[src/rtl/hazard_pkg.sv]
// Shared forwarding-select codes, FSM state type and a saturating-increment helper
// for the hazard/forwarding unit.
package hazard_pkg;

  localparam logic [1:0] FWD_NONE = 2'b00;
  localparam logic [1:0] FWD_WB   = 2'b01;
  localparam logic [1:0] FWD_MEM  = 2'b10;

  typedef enum logic [1:0] {
    IDLE    = 2'd0,
    BUSY    = 2'd1,
    RELEASE = 2'd2
  } hazState_t;

  function automatic logic [31:0] satInc(input logic [31:0] v);
    return (v == 32'hFFFF_FFFF) ? v : v + 32'd1;
  endfunction

endpackage

[src/rtl/hazard_forward_unit_if.sv]
// Pipeline-side bundle for the hazard/forwarding unit: register addresses and
// write enables in, forward selects and stall/bubble controls out.
interface hazard_forward_unit_if
  import hazard_pkg::*;
#(
  parameter int REG_AW  = 5,
  parameter int NUM_SRC = 2
) ();
  // No valid/ready handshake: every input is sampled each cycle and every output
  // is a same-cycle function of the inputs and the FSM state.
  logic [NUM_SRC*REG_AW-1:0] id_rs;
  logic [NUM_SRC-1:0]        id_src_used;
  logic [NUM_SRC*REG_AW-1:0] ex_rs;
  logic [NUM_SRC-1:0]        ex_src_used;
  logic [REG_AW-1:0]         ex_rd;
  logic                      ex_memread;
  logic                      ex_mc_start;
  logic [REG_AW-1:0]         mem_rd;
  logic [REG_AW-1:0]         wb_rd;
  logic                      mem_regwrite;
  logic                      wb_regwrite;
  logic [2*NUM_SRC-1:0]      fwd_sel;
  logic                      stall_fe;
  logic                      stall_ex;
  logic                      bubble_ex;
  logic                      bubble_mem;
  logic                      mc_busy;
  hazState_t                 dbgState;

  modport master (
    output id_rs, id_src_used, ex_rs, ex_src_used, ex_rd, ex_memread, ex_mc_start,
           mem_rd, wb_rd, mem_regwrite, wb_regwrite,
    input  fwd_sel, stall_fe, stall_ex, bubble_ex, bubble_mem, mc_busy, dbgState
  );

  modport slave (
    input  id_rs, id_src_used, ex_rs, ex_src_used, ex_rd, ex_memread, ex_mc_start,
           mem_rd, wb_rd, mem_regwrite, wb_regwrite,
    output fwd_sel, stall_fe, stall_ex, bubble_ex, bubble_mem, mc_busy, dbgState
  );
endinterface

[src/rtl/hazard_forward_unit_fwd_select.sv]
// Forward-select for one EX source operand: EX/MEM beats MEM/WB, x0 never forwards.
module fwd_select
  import hazard_pkg::*;
#(
  parameter int REG_AW = 5
) (
  input  logic [REG_AW-1:0] rs,
  input  logic              srcUsed,
  input  logic [REG_AW-1:0] memRd,
  input  logic              memRegWrite,
  input  logic [REG_AW-1:0] wbRd,
  input  logic              wbRegWrite,
  output logic [1:0]        sel
);

  always_comb begin
    sel = FWD_NONE;
    if (srcUsed) begin
      if (memRegWrite && (memRd != '0) && (memRd == rs)) begin
        sel = FWD_MEM;
      end else if (wbRegWrite && (wbRd != '0) && (wbRd == rs)) begin
        sel = FWD_WB;
      end
    end
  end

endmodule

[src/rtl/hazard_forward_unit.sv]
// EX-stage forwarding, load-use stall and multi-cycle-op stall FSM.
// Optional event counters are built when HAZ_STATS_EN is defined.
module hazard_forward_unit
  import hazard_pkg::*;
#(
  parameter int REG_AW  = 5,
  parameter int NUM_SRC = 2,
  parameter int MC_LAT  = 4
) (
  input  logic                 clk,
  input  logic                 rst_n,
  hazard_forward_unit_if.slave hif
`ifdef HAZ_STATS_EN
  ,
  input  logic                 stat_clr,
  output logic [31:0]          stat_ld,
  output logic [31:0]          stat_mc,
  output logic [31:0]          stat_fmem,
  output logic [31:0]          stat_fwb
`endif
);

  localparam int CNT_W = (MC_LAT > 2) ? $clog2(MC_LAT) : 1;

  hazState_t            state, stateNext;
  logic [CNT_W-1:0]     cnt, cntNext;
  logic [2*NUM_SRC-1:0] fwdSel;
  logic                 idMatch, loadHazard;
  logic                 ldStall, mcStall, busy;

  for (genvar g = 0; g < NUM_SRC; g++) begin : g_src
    fwd_select #(.REG_AW(REG_AW)) u_fwd (
      .rs          (hif.ex_rs[g*REG_AW +: REG_AW]),
      .srcUsed     (hif.ex_src_used[g]),
      .memRd       (hif.mem_rd),
      .memRegWrite (hif.mem_regwrite),
      .wbRd        (hif.wb_rd),
      .wbRegWrite  (hif.wb_regwrite),
      .sel         (fwdSel[2*g +: 2])
    );
  end

  always_comb begin
    idMatch = 1'b0;
    for (int i = 0; i < NUM_SRC; i++) begin
      if (hif.id_src_used[i] && (hif.id_rs[i*REG_AW +: REG_AW] == hif.ex_rd)) begin
        idMatch = 1'b1;
      end
    end
    loadHazard = hif.ex_memread && (hif.ex_rd != '0) && idMatch;
  end

  always_ff @(posedge clk or negedge rst_n) begin
    if (!rst_n) begin
      state <= IDLE;
      cnt   <= '0;
    end else begin
      state <= stateNext;
      cnt   <= cntNext;
    end
  end

  // A multi-cycle start in IDLE takes precedence over a simultaneous load-use.
  always_comb begin
    stateNext = state;
    cntNext   = cnt;
    ldStall   = 1'b0;
    mcStall   = 1'b0;
    busy      = 1'b0;
    case (state)
      IDLE: begin
        if (hif.ex_mc_start) begin
          mcStall   = 1'b1;
          cntNext   = CNT_W'(MC_LAT - 1);
          stateNext = BUSY;
        end else if (loadHazard) begin
          ldStall = 1'b1;
        end
      end
      BUSY: begin
        mcStall = 1'b1;
        busy    = 1'b1;
        cntNext = cnt - CNT_W'(1);
        if (cnt == CNT_W'(1)) stateNext = RELEASE;
      end
      RELEASE: stateNext = IDLE;
      default: stateNext = IDLE;
    endcase
  end

  // Gating with rst_n drops the stalls as soon as reset asserts, even with start held.
  assign hif.fwd_sel    = fwdSel;
  assign hif.stall_fe   = rst_n & (mcStall | ldStall);
  assign hif.stall_ex   = rst_n & mcStall;
  assign hif.bubble_mem = rst_n & mcStall;
  assign hif.bubble_ex  = rst_n & ldStall;
  assign hif.mc_busy    = rst_n & busy;
  assign hif.dbgState   = state;

`ifdef HAZ_STATS_EN
  logic anyMem, anyWb;

  always_comb begin
    anyMem = 1'b0;
    anyWb  = 1'b0;
    for (int i = 0; i < NUM_SRC; i++) begin
      if (fwdSel[2*i +: 2] == FWD_MEM) anyMem = 1'b1;
      if (fwdSel[2*i +: 2] == FWD_WB)  anyWb  = 1'b1;
    end
  end

  always_ff @(posedge clk or negedge rst_n) begin
    if (!rst_n) begin
      stat_ld   <= '0;
      stat_mc   <= '0;
      stat_fmem <= '0;
      stat_fwb  <= '0;
    end else if (stat_clr) begin
      stat_ld   <= '0;
      stat_mc   <= '0;
      stat_fmem <= '0;
      stat_fwb  <= '0;
    end else begin
      if (ldStall) stat_ld   <= satInc(stat_ld);
      if (mcStall) stat_mc   <= satInc(stat_mc);
      if (anyMem)  stat_fmem <= satInc(stat_fmem);
      if (anyWb)   stat_fwb  <= satInc(stat_fwb);
    end
  end
`endif

endmodule
[src/flat_wrapper.sv]
// flat-port wrapper written by rule: the top's interface ports become plain ports
module hazard_forward_unit_flat import hazard_pkg::*;
#(
  parameter int REG_AW  = 5,
  parameter int NUM_SRC = 2,
  parameter int MC_LAT  = 4
)
  (clk, rst_n, hif_id_rs, hif_id_src_used, hif_ex_rs, hif_ex_src_used, hif_ex_rd, hif_ex_memread, hif_ex_mc_start, hif_mem_rd, hif_wb_rd, hif_mem_regwrite, hif_wb_regwrite, hif_fwd_sel, hif_stall_fe, hif_stall_ex, hif_bubble_ex, hif_bubble_mem, hif_mc_busy, hif_dbgState);
  hazard_forward_unit_if #(.REG_AW(REG_AW), .NUM_SRC(NUM_SRC)) hif_i ();
  input  logic clk;
  input  logic rst_n;
  input wire logic [$bits(hif_i.id_rs)-1:0] hif_id_rs;
  input wire logic [$bits(hif_i.id_src_used)-1:0] hif_id_src_used;
  input wire logic [$bits(hif_i.ex_rs)-1:0] hif_ex_rs;
  input wire logic [$bits(hif_i.ex_src_used)-1:0] hif_ex_src_used;
  input wire logic [$bits(hif_i.ex_rd)-1:0] hif_ex_rd;
  input wire logic [$bits(hif_i.ex_memread)-1:0] hif_ex_memread;
  input wire logic [$bits(hif_i.ex_mc_start)-1:0] hif_ex_mc_start;
  input wire logic [$bits(hif_i.mem_rd)-1:0] hif_mem_rd;
  input wire logic [$bits(hif_i.wb_rd)-1:0] hif_wb_rd;
  input wire logic [$bits(hif_i.mem_regwrite)-1:0] hif_mem_regwrite;
  input wire logic [$bits(hif_i.wb_regwrite)-1:0] hif_wb_regwrite;
  output wire logic [$bits(hif_i.fwd_sel)-1:0] hif_fwd_sel;
  output wire logic [$bits(hif_i.stall_fe)-1:0] hif_stall_fe;
  output wire logic [$bits(hif_i.stall_ex)-1:0] hif_stall_ex;
  output wire logic [$bits(hif_i.bubble_ex)-1:0] hif_bubble_ex;
  output wire logic [$bits(hif_i.bubble_mem)-1:0] hif_bubble_mem;
  output wire logic [$bits(hif_i.mc_busy)-1:0] hif_mc_busy;
  output wire logic [$bits(hif_i.dbgState)-1:0] hif_dbgState;
  assign hif_i.id_rs = hif_id_rs;
  assign hif_i.id_src_used = hif_id_src_used;
  assign hif_i.ex_rs = hif_ex_rs;
  assign hif_i.ex_src_used = hif_ex_src_used;
  assign hif_i.ex_rd = hif_ex_rd;
  assign hif_i.ex_memread = hif_ex_memread;
  assign hif_i.ex_mc_start = hif_ex_mc_start;
  assign hif_i.mem_rd = hif_mem_rd;
  assign hif_i.wb_rd = hif_wb_rd;
  assign hif_i.mem_regwrite = hif_mem_regwrite;
  assign hif_i.wb_regwrite = hif_wb_regwrite;
  assign hif_fwd_sel = hif_i.fwd_sel;
  assign hif_stall_fe = hif_i.stall_fe;
  assign hif_stall_ex = hif_i.stall_ex;
  assign hif_bubble_ex = hif_i.bubble_ex;
  assign hif_bubble_mem = hif_i.bubble_mem;
  assign hif_mc_busy = hif_i.mc_busy;
  assign hif_dbgState = hif_i.dbgState;
  hazard_forward_unit #(.REG_AW(REG_AW), .NUM_SRC(NUM_SRC), .MC_LAT(MC_LAT)) u_core (.clk(clk), .rst_n(rst_n), .hif(hif_i));
endmodule
[config.mk]
export PLATFORM = sky130hd
export DESIGN_NAME = hazard_forward_unit_flat
export DESIGN_NICKNAME = d
export VERILOG_FILES = /design/src/rtl/hazard_pkg.sv /design/src/rtl/hazard_forward_unit_if.sv /design/src/rtl/hazard_forward_unit_fwd_select.sv /design/src/rtl/hazard_forward_unit.sv /design/src/flat_wrapper.sv
export SDC_FILE = /design/constraint.sdc
export NUM_CORES = 1
export LEC_CHECK = 0
export BUFFER_PORTS_ARGS = -buffer_cell sky130_fd_sc_hd__buf_2
export CAP_MARGIN = 20
export CELL_PAD_IN_SITES_DETAIL_PLACEMENT = 1
export CELL_PAD_IN_SITES_GLOBAL_PLACEMENT = 1
export CORE_MARGIN = 3
export CORE_UTILIZATION = 28
export CTS_BUF_LIST = sky130_fd_sc_hd__clkbuf_4
export DETAILED_ROUTE_END_ITERATION = 6
export PLACE_DENSITY_LB_ADDON = 0.2
export SYNTH_ARGS = -nofsm -noshare
export SYNTH_HDL_FRONTEND = slang
export SYNTH_HIERARCHICAL = 1
export SYNTH_SLANG_ARGS = --single-unit
[constraint.sdc]
create_clock -name clk -period 3.55 [get_ports clk]
set_input_delay 0.71 -clock clk [delete_from_list [all_inputs] [get_ports clk]]
set_output_delay 0.71 -clock clk [all_outputs]
set_load 0.03 [all_outputs]
==> results of run 1 <==
==> stage by stage <==
stage,total power [W],cell area [um2],setup WS (ps)
2_1_floorplan,0.000236,673,840
3_3_place_gp,0.000310,976,956
3_5_place_dp,0.000317,976,924
4_1_cts,0.000379,998,918
5_1_grt,0.000405,998,775
6_report,0.000373,998,935
==> power breakdown <==
group	total [W]	internal (W)	switching, W
clock	0.0000583	0.0000379	0.0000204
sequential	0.0000904	0.0000677	0.0000227
combinational	0.000225	0.0000893	0.000135
total	0.000373	0.000195	0.000178
==> how the worst min path moves through the flow <==
| stage | slack, ps | to | cells after the start |
|---|---|---|---|
| 3_3_place_gp | 460 | u_core/cnt[0] | 1 |
| 4_1_cts | 280 | u_core/hif.dbgState[0] | 1 |
| 2_1_floorplan | 410 | u_core/cnt[0] | 0 |
| 5_1_grt | 290 | u_core/cnt[0] | 1 |
| 3_5_place_dp | 470 | u_core/cnt[0] | 1 |
| 6_report | 290 | u_core/hif.dbgState[0] | 1 |
==> worst reg2reg max path: cells and delay by family, from the launching register on <==
kind,cells,cell delay [ps]
fa+ha+maj,1,150
flops,1,380
simple gates,1,50
buf+inv,2,110
mux,1,130
==> metal layers <==
layer / share of wire / vias to the layer above / wire length (um)
met3: 0.039 / 0 / 86
met2: 0.54 / 15 / 1190
met1: 0.42 / 361 / 923
met4: 0 / 0 / 0
met5: 0 / - / 0
li1: - / 406 / -
==> cell families after synthesis <==
group,count (synthesis),share of synthesized area
flip-flops,4,0.149
XOR/XNOR,26,0.338
buffers and inverters,7,0.0446
AND/OR/NAND/NOR,32,0.318
AO/OA/AOI/OAI,11,0.117
multiplexers,1,0.0149
adder cells (fa/ha/maj),1,0.0186
==> placed cells by master, fill, tap and decap left out <==
cell,netlist,layout
clkbuf_4,0,3
nor2b_1,1,1
a32oi_1,1,1
o21bai_1,1,1
xnor2_1,12,12
o2111ai_2,1,1
and2_1,4,4
nand4_1,2,2
ha_1,1,1
a21oi_1,2,2
o21ai_1,2,2
nor4_2,3,3
inv_1,6,6
nor3_2,2,2
xor2_1,14,14
o21ai_0,2,2
nor3b_1,1,1
or2_1,2,2
and2_0,1,1
nor4_1,4,4
and4_1,2,2
nor2_1,5,5
or4_1,1,1
buf_2,0,55
nor3_1,2,2
dfrtp_1,4,4
mux2i_1,1,1
nand2_1,2,2
o2111ai_1,2,2
==> sequential cells by signal, summed over array words and instances, names as in the netlist <==
register and cells:
u_core/cnt 2, u_core/hif.dbgState 2
==> final cells by class <==
type / count / area [um2] / share of cell area
repair buffers: 55 / 275 / 0.276
flip-flops and latches: 4 / 100 / 0.100
clock buffers: 3 / 22.5 / 0.0226
multi-input cells: 71 / 543 / 0.544
well taps: 28 / 35.0 / 0.0351
inverters: 6 / 22.5 / 0.0226
==> flow_summary.toml, run 1 <==
[setup_path]
critPathMaxFanout = 3
path_common_cell = "buf_2"
endpoint_kind = "primary output"
r2r_cells = 5
arrival_ps = 1900
reg2reg_setup_slack_ps = 2620
path_cells = "buf_2 > xor2_1 > nor4_1 > a32oi_1 > nor4_2 > buf_2"
critical_path.startpoint = "hif_ex_rd[4]"
rr_startpoint = "u_core/cnt[1]"
timing.rr.end = "u_core/hif.dbgState[0]"
cp-start-kind = "primary input"
slowest_stage = "nor4_1"
cp.required_ps = 2840
worst-path-buf-inv = 2
critical-path-max-stage-delay_ps = 340
critPathTopFamily = "simple AND/OR/NAND/NOR gates"
cp.depth = 6
critPathKind = "in -> out"
cp-endpoint = "hif_bubble_ex"

[layout]
utilization = 0.443
area_growth_pct = 48.3
fin_nets = 187
instances_no_fill = 167
fillers = 312
drive_gt1_frac = 0.460
diodes = 0

[grt]
gr-total-overflow = 0
antenna_found_initial = 0
grt_util_met2 = 0.268
grt_pass1_vias = 804
track_usage = 0.146
grt_pass1_wl_mm = 3.28
grt_max_degree = 8
met3_usage = 0.00804
met1_usage = 0.178
grt-busiest-layer = "met2"

[synth]
postSynthCellCount = 82
yosys.area.top_type_share = 0.182
syn_area_um2 = 673
yosysTopAreaCell = "xor2_1"
synth_ff_type = "dfrtp_1"
synth_edf_count = 0
syn_area_per_cell_um2 = 8.21
synthArstFlopShare = 1.00
ys_seq_elements = 4
ys_types = 28
ys_top_cells_by_count = "14 x xor2_1, 12 x xnor2_1, 6 x inv_1"
syn_nets = 128
yosys-top-cells-area = "xor2_1 18%, xnor2_1 16%, dfrtp_1 15%, nor4_2 5.6%, and2_1 3.7%"
synth-seq-area-share = 0.149
yosysMostFrequentCell = "xor2_1"
yosysWarnings = 6

[timing]
worst_slew_pin_slew_ps = 339
finalSetupViolCount = 0
period_share = 0.737
fin_skew_ps = 1.14
layout_min_cycle_time_ps = 2610
fmax_mhz = 382
slew_viol_final = 0
relSlewSlack = 0.774
setup_tns_ps = 0
whs_ps = 292
hold_viol = 0
rsz0062_at_grt = "false"

[clock_network]
cts_tree = "done"
cts_setup_buffers = 0
clock-sinks = 4
clk_pin_slew_ps = 40
cts-root-buf = "clkbuf_4"
clkLatencyLatePin_ps = 240
cts_resized = 0
clock_path_buffers = 2
ctsHoldBuffers = 0
htreeDepth = 1
numCtsBuffers = 3

[placed_design]
place_inst = 164
port_buffers = 55
hpwl_mm = 2.00
gp_congestion = 0.696

[detailed_routing]
drt_iter0_markers = 2
drc = 0
avgRoutedWirePerCell_um = 13.1
post_drt_via_cell_ratio = 4.68
firstDrtPassIters = 3
dr_total_vias = 782
ant_nets = 0
routed_wl_mm = 2.20

[pwr]
peakVddDrop_uv = 309
p_per_area_nw_per_um2 = 374
leakage_nw = 0.480

[die]
rows = 17
dieArea_um2 = 3030
initial_core_util = 0.299
dieWidth_um = 55.0
io_pins = 56
core_area_um2 = 2250
die_h_um = 55.0

[run_status]
status = "completed"

[flow_run]
cap_violations = 0

[hold_path]
hold_class = "in -> async"
Note: power is estimated with default switching activity, not from simulation.
==> inputs of run 2 (changes only) <==
--- a/config.mk
+++ b/config.mk
@@ -5,12 +5,13 @@
 export SDC_FILE = /design/constraint.sdc
 export NUM_CORES = 1
 export LEC_CHECK = 0
+export ABC_AREA = 1
 export BUFFER_PORTS_ARGS = -buffer_cell sky130_fd_sc_hd__buf_2
 export CAP_MARGIN = 20
 export CELL_PAD_IN_SITES_DETAIL_PLACEMENT = 1
 export CELL_PAD_IN_SITES_GLOBAL_PLACEMENT = 1
 export CORE_MARGIN = 3
-export CORE_UTILIZATION = 28
+export CORE_UTILIZATION = 24
 export CTS_BUF_LIST = sky130_fd_sc_hd__clkbuf_4
 export DETAILED_ROUTE_END_ITERATION = 6
 export PLACE_DENSITY_LB_ADDON = 0.2
==> constraint.sdc (replaced) <==
create_clock -name clk -period 2.4 [get_ports clk]
set_input_delay 0.48 -clock clk [delete_from_list [all_inputs] [get_ports clk]]
set_output_delay 0.48 -clock clk [all_outputs]
set_load 0.03 [all_outputs]
==> run 2 against run 1 <==
  * Clock skew barely moved
  * Cell area increased by 29%
  * Synthesized cell count rose to 2.5 times the previous value
  * Global-route usage is 0.53 points lower
  * Flip-flop and latch count unchanged
  * Core utilization decreased by 9.6 points
  * Total power up 61%
  * Largest power group unchanged
==> flow_summary.toml, run 2 <==
[synth]
yosysMostFrequentCell = "nand2_1"
syn_area_um2 = 940
yosysWarnings = 6
yosys-top-cells-area = "nand2_1 35%, inv_1 18%, nor2_1 12%, dfrtp_1 11%, inv_2 4.0%"
synth-seq-area-share = 0.107
yosysTopAreaCell = "nand2_1"
syn_nets = 251
ys_top_cells_by_count = "87 x nand2_1, 45 x inv_1, 30 x nor2_1"
ys_types = 17
ys_seq_elements = 4
synthArstFlopShare = 1.00
synth_ff_type = "dfrtp_1"
synth_edf_count = 0
syn_area_per_cell_um2 = 4.58
yosys.area.top_type_share = 0.348
postSynthCellCount = 205

[pwr]
finalPower_w = 0.000601
p_per_area_nw_per_um2 = 466
leakage_nw = 0.925
peakVddDrop_uv = 444

[layout]
area_growth_pct = 37.3
drive_gt1_frac = 0.298
multi_input_area_um2 = 626
fillers = 565
layout_common_cells = "87 x nand2_1, 55 x buf_2, 45 x inv_1"
fin_nets = 310
seqCellArea_um2 = 100
diodes = 0
layout_commonest_cell = "nand2_1"

[detailed_routing]
drt_iter0_markers = 29
ant_nets = 0
firstDrtPassIters = 4
routed_wl_mm = 3.16
dr_total_vias = 1304
drc = 0
post_drt_via_cell_ratio = 4.21
avgRoutedWirePerCell_um = 10.2

[timing]
fmax_mhz = 531
rsz0062_at_grt = "false"
setup_tns_ps = 0
relSlewSlack = 0.866
fin_skew_ps = 1.23
slew_viol_final = 0
hold_viol = 0
layout_min_cycle_time_ps = 1880
finalSetupViolCount = 0
setup_ws_ps = 517
period_share = 0.785
worst_slew_pin_slew_ps = 199

[placed_design]
dp_slack_ps = 542
hpwl_mm = 2.83
port_buffers = 55
gp_congestion = 0.813

[clock_network]
clkLatencyLatePin_ps = 240
htreeDepth = 1
cts_tree = "done"
numCtsBuffers = 3
clk_pin_slew_ps = 40
cts_setup_buffers = 0
clock_path_buffers = 2
clock-sinks = 4
cts_resized = 0
ctsHoldBuffers = 0
cts-root-buf = "clkbuf_4"

[setup_path]
critPathKind = "reg -> out"
cp-start-kind = "flip-flop"
cp.required_ps = 1920
critPathMaxFanout = 6
endpoint_kind = "primary output"
arrival_ps = 1400

[grt]
antenna_found_initial = 0
grt_pass1_vias = 1279
grt_max_degree = 7
track_usage = 0.140
grt_pass1_wl_mm = 5.15
gr-total-overflow = 0

[die]
initial_core_util = 0.253
rows = 22
core_area_um2 = 3720
dieArea_um2 = 4700
die_h_um = 68.6
dieWidth_um = 68.6
io_pins = 56

[hold_path]
hold_class = "in -> async"

[run_status]
status = "completed"

[flow_run]
cap_violations = 0
run 2: cell types whose count changed after synthesis, moves of 4 or more:
cell,before,now
nand2_1,2,87
inv_2,0,10
and2_1,4,0
xnor2_1,12,0
nand3_1,0,4
nor4_1,4,0
nor2_1,5,30
inv_1,6,45
xor2_1,14,0
run 2: final timing paths:
| check | depth (start not counted) | to | start | slack [ps] |
|---|---|---|---|---|
| min in group clk | 1 | u_core/cnt[0] | u_core/cnt[0] | 490 |
| min | 1 | u_core/hif.dbgState[0] | rst_n | 60 |
| max reg2reg | 5 | u_core/cnt[1] | u_core/hif.dbgState[1] | 1410 |
| max in group asynchronous | 1 | u_core/cnt[1] | rst_n | 2200 |
| max | 8 | hif_stall_fe | u_core/hif.dbgState[1] | 520 |
| min reg2reg | 1 | u_core/cnt[0] | u_core/cnt[0] | 490 |
run 2: worst max-delay path: stages, from the launching register on:
cell	delay [ps]
dfrtp_1	380
inv_1	80
nand2_1	140
nand2_1	120
inv_2	50
nor2_2	110
inv_1	50
nand2_1	50
buf_2	190
run 2: metal layers:
layer	vias to the layer above	GRT usage	routed length, um
met5	-	0	0
met4	0	0.0372	17
met2	31	0.247	1470
met1	567	0.182	1490
met3	2	0.0113	178
li1	704	-	-
run 2: logic make-up (layout without fill, tap and decap cells):
| logic type | Yosys count | in the layout | share of synthesized area |
|---|---|---|---|
| AOI/OAI and AO/OA | 12 | 12 | 0.0759 |
| adders and majority gates | 1 | 1 | 0.0133 |
| buffers and inverters | 56 | 113 | 0.228 |
| DFF | 4 | 4 | 0.107 |
| and+or+nand+nor | 132 | 132 | 0.577 |
run 2: layout make-up:
| type | instances | area share |
|---|---|---|
| flip-flops and latches | 4 | 0.0776 |
| repair buffers | 55 | 0.213 |
| well taps | 48 | 0.0466 |
| clock buffers | 3 | 0.0175 |
| inverters | 55 | 0.160 |
| multi-input cells | 145 | 0.485 |
run 2: power breakdown:
part           internal (W)  switching (W)
Combinational      0.000130       0.000265
Clock             0.0000560      0.0000281
Sequential         0.000100      0.0000211
Total              0.000287       0.000315
run 2: stage by stage:
| step | utilization | hold WS (ps) | area (um2) | std cells |
|---|---|---|---|---|
| floorplan | - | 184 | 940 | 205 |
| global placement | 0.341 | 304 | 1270 | 307 |
| detailed placement | 0.341 | 308 | 1270 | 307 |
| CTS | 0.347 | 50.5 | 1290 | 310 |
| global route | 0.347 | 58.4 | 1290 | 310 |
| finish | 0.347 | 59.2 | 1290 | 310 |
==> inputs of run 3 (changes only) <==
--- a/config.mk
+++ b/config.mk
@@ -11,7 +11,7 @@
 export CELL_PAD_IN_SITES_DETAIL_PLACEMENT = 1
 export CELL_PAD_IN_SITES_GLOBAL_PLACEMENT = 1
 export CORE_MARGIN = 3
-export CORE_UTILIZATION = 24
+export CORE_UTILIZATION = 26
 export CTS_BUF_LIST = sky130_fd_sc_hd__clkbuf_4
 export DETAILED_ROUTE_END_ITERATION = 6
 export PLACE_DENSITY_LB_ADDON = 0.2
==> constraint.sdc (replaced) <==
create_clock -name clk -period 1.75 [get_ports clk]
set_input_delay 0.35 -clock clk [delete_from_list [all_inputs] [get_ports clk]]
set_output_delay 0.35 -clock clk [all_outputs]
set_load 0.03 [all_outputs]
==> run 3 against run 2 <==
  * Non-clock buffer count increased by 2
  * Largest cell class unchanged
  * Sequential power increased by 36%
  * Die area decreased by 7.0%
  * Clock skew about the same
  * Routed wire length decreased by 5.9%
  * Critical path type unchanged
==> flow_summary.toml, run 3 (same netlist as run 2, synthesis figures left out) <==
[timing]
period_share = 0.927
hold_viol = 0
finalSetupViolCount = 0
slew_viol_final = 0
fin_skew_ps = 1.36
setup_tns_ps = 0
rsz0062_at_grt = "false"
relSlewSlack = 0.835
layout_min_cycle_time_ps = 1620
fmax_mhz = 616
worst_slew_pin_slew_ps = 245

[setup_path]
critical-path-max-stage-delay_ps = 390
cp.required_ps = 1400
arrival_ps = 1270
cp.depth = 8
r2r_cells = 3
path_common_cell = "nand2_1"
slowest_stage = "dfrtp_1"
critPathKind = "reg -> out"
worst-path-buf-inv = 3
path_cells = "nor2_1 > nand2_1 > nand2_1 > inv_2 > nor2_4 > inv_1 > nand2_1 > buf_4"
critPathTopFamily = "simple AND/OR/NAND/NOR gates"
critPathMaxFanout = 4
endpoint_kind = "primary output"
cp-start-kind = "flip-flop"

[grt]
grt_pass1_vias = 1227
grt_max_degree = 7
grt_util_met2 = 0.252
met3_usage = 0.0102
gr-total-overflow = 0
antenna_found_initial = 0
track_usage = 0.142
met1_usage = 0.190
grt-busiest-layer = "met2"
grt_pass1_wl_mm = 5.04

[detailed_routing]
firstDrtPassIters = 4
dr_total_vias = 1252
ant_nets = 0
routed_wl_mm = 2.97
drt_iter0_markers = 30
drc = 0
avgRoutedWirePerCell_um = 9.59
post_drt_via_cell_ratio = 4.04

[layout]
multi_input_area_um2 = 631
area_growth_pct = 39.7
fillers = 546
drive_gt1_frac = 0.299
instances_no_fill = 310
layout_common_cells = "87 x nand2_1, 54 x buf_2, 45 x inv_1"
diodes = 0
seqCellArea_um2 = 100
layout_commonest_cell = "nand2_1"
fin_nets = 312

[clock_network]
cts_setup_buffers = 0
clkLatencyLatePin_ps = 230
cts_tree = "done"
clk_pin_slew_ps = 40
numCtsBuffers = 3
htreeDepth = 1
cts-root-buf = "clkbuf_4"
clock_path_buffers = 2
clock-sinks = 4

[pwr]
peakVddDrop_uv = 648
leakage_nw = 0.935
p_per_area_nw_per_um2 = 643

[placed_design]
place_inst = 306
hpwl_mm = 2.70
gp_congestion = 0.777
port_buffers = 55

[run_status]
status = "completed"

[die]
initial_core_util = 0.275
core_area_um2 = 3420
dieArea_um2 = 4370
io_pins = 56
die_h_um = 66.1
dieWidth_um = 66.1
rows = 21

[hold_path]
hold_class = "in -> reg"
min_delay_path_depth = 3

[flow_run]
cap_violations = 0
==> run 3: cell types whose count changed in the layout (fill, tap and decap cells not counted) <==
cell and delta:
nor2_2 -1, buf_2 -1, nor2_4 +1, dlygate4sd3_1 +1, buf_4 +2
==> run 3: area by class of cell <==
class | instances | area share
inverters | 55 | 0.157
clock buffers | 3 | 0.0172
repair buffers | 57 | 0.225
flip-flops and latches | 4 | 0.0763
multi-input cells | 145 | 0.480
well taps | 46 | 0.0439
==> run 3: power by group <==
part	internal [W]	switching, W	leakage, nW	total, W
clock network	0.0000764	0.0000335	0.0138	0.000110
registers	0.000138	0.0000285	0.0477	0.000166
logic	0.000204	0.000364	0.874	0.000568
total	0.000418	0.000426	0.935	0.000845
==> run 3: path summary, 6_finish.rpt <==
kind / slack, ps / to / from
worst min-delay path: 380 / u_core/hif.dbgState[0] / hif_ex_mc_start
max in group asynchronous: 1050 / u_core/hif.dbgState[1] / rst_n
min in group asynchronous: 520 / u_core/cnt[0] / rst_n
worst max register to register: 800 / u_core/cnt[1] / u_core/cnt[0]
worst max-delay path: 130 / hif_stall_fe / u_core/hif.dbgState[0]
worst min register to register: 480 / u_core/cnt[0] / u_core/cnt[0]
==> run 3: worst reg2reg max path: cells and delay by family, from the launching register on <==
family                   cells  cell delay (ps)
flip-flops                   1              390
adder cells (fa/ha/maj)      1              290
AND/OR/NAND/NOR              1              100
AO/OA/AOI/OAI                1               50
==> run 3: per-layer routing <==
metal	share of wire	vias to the layer above	routed length, um
li1	-	708	-
met5	0	-	0
met1	0.49	520	1470
met2	0.45	24	1350
met3	0.052	0	155
met4	0	0	0
==> run 3: repair_timing <==
| action | in CTS | in global routing |
|---|---|---|
| hold buffers | 1 | 0 |
| setup endpoints to repair | 0 | 1 |
| hold endpoints to repair | 4 | 0 |
| resized for setup | 0 | 2 |
==> run 3: per-stage QoR <==
step / worst slack (ps) / hold WS (ps) / utilization / cell area, um2 / power [W]
final: 127 / 379 / 0.384 / 1310 / 0.000845
after global routing: 21.0 / 399 / 0.384 / 1310 / 0.000948
after CTS: 77.7 / 379 / 0.384 / 1310 / 0.000855
after detailed placement: 127 / 174 / 0.374 / 1280 / 0.000736
after global placement: 153 / 175 / 0.374 / 1280 / 0.000729
after floorplan: 63.1 / 54.4 / - / 945 / 0.000539
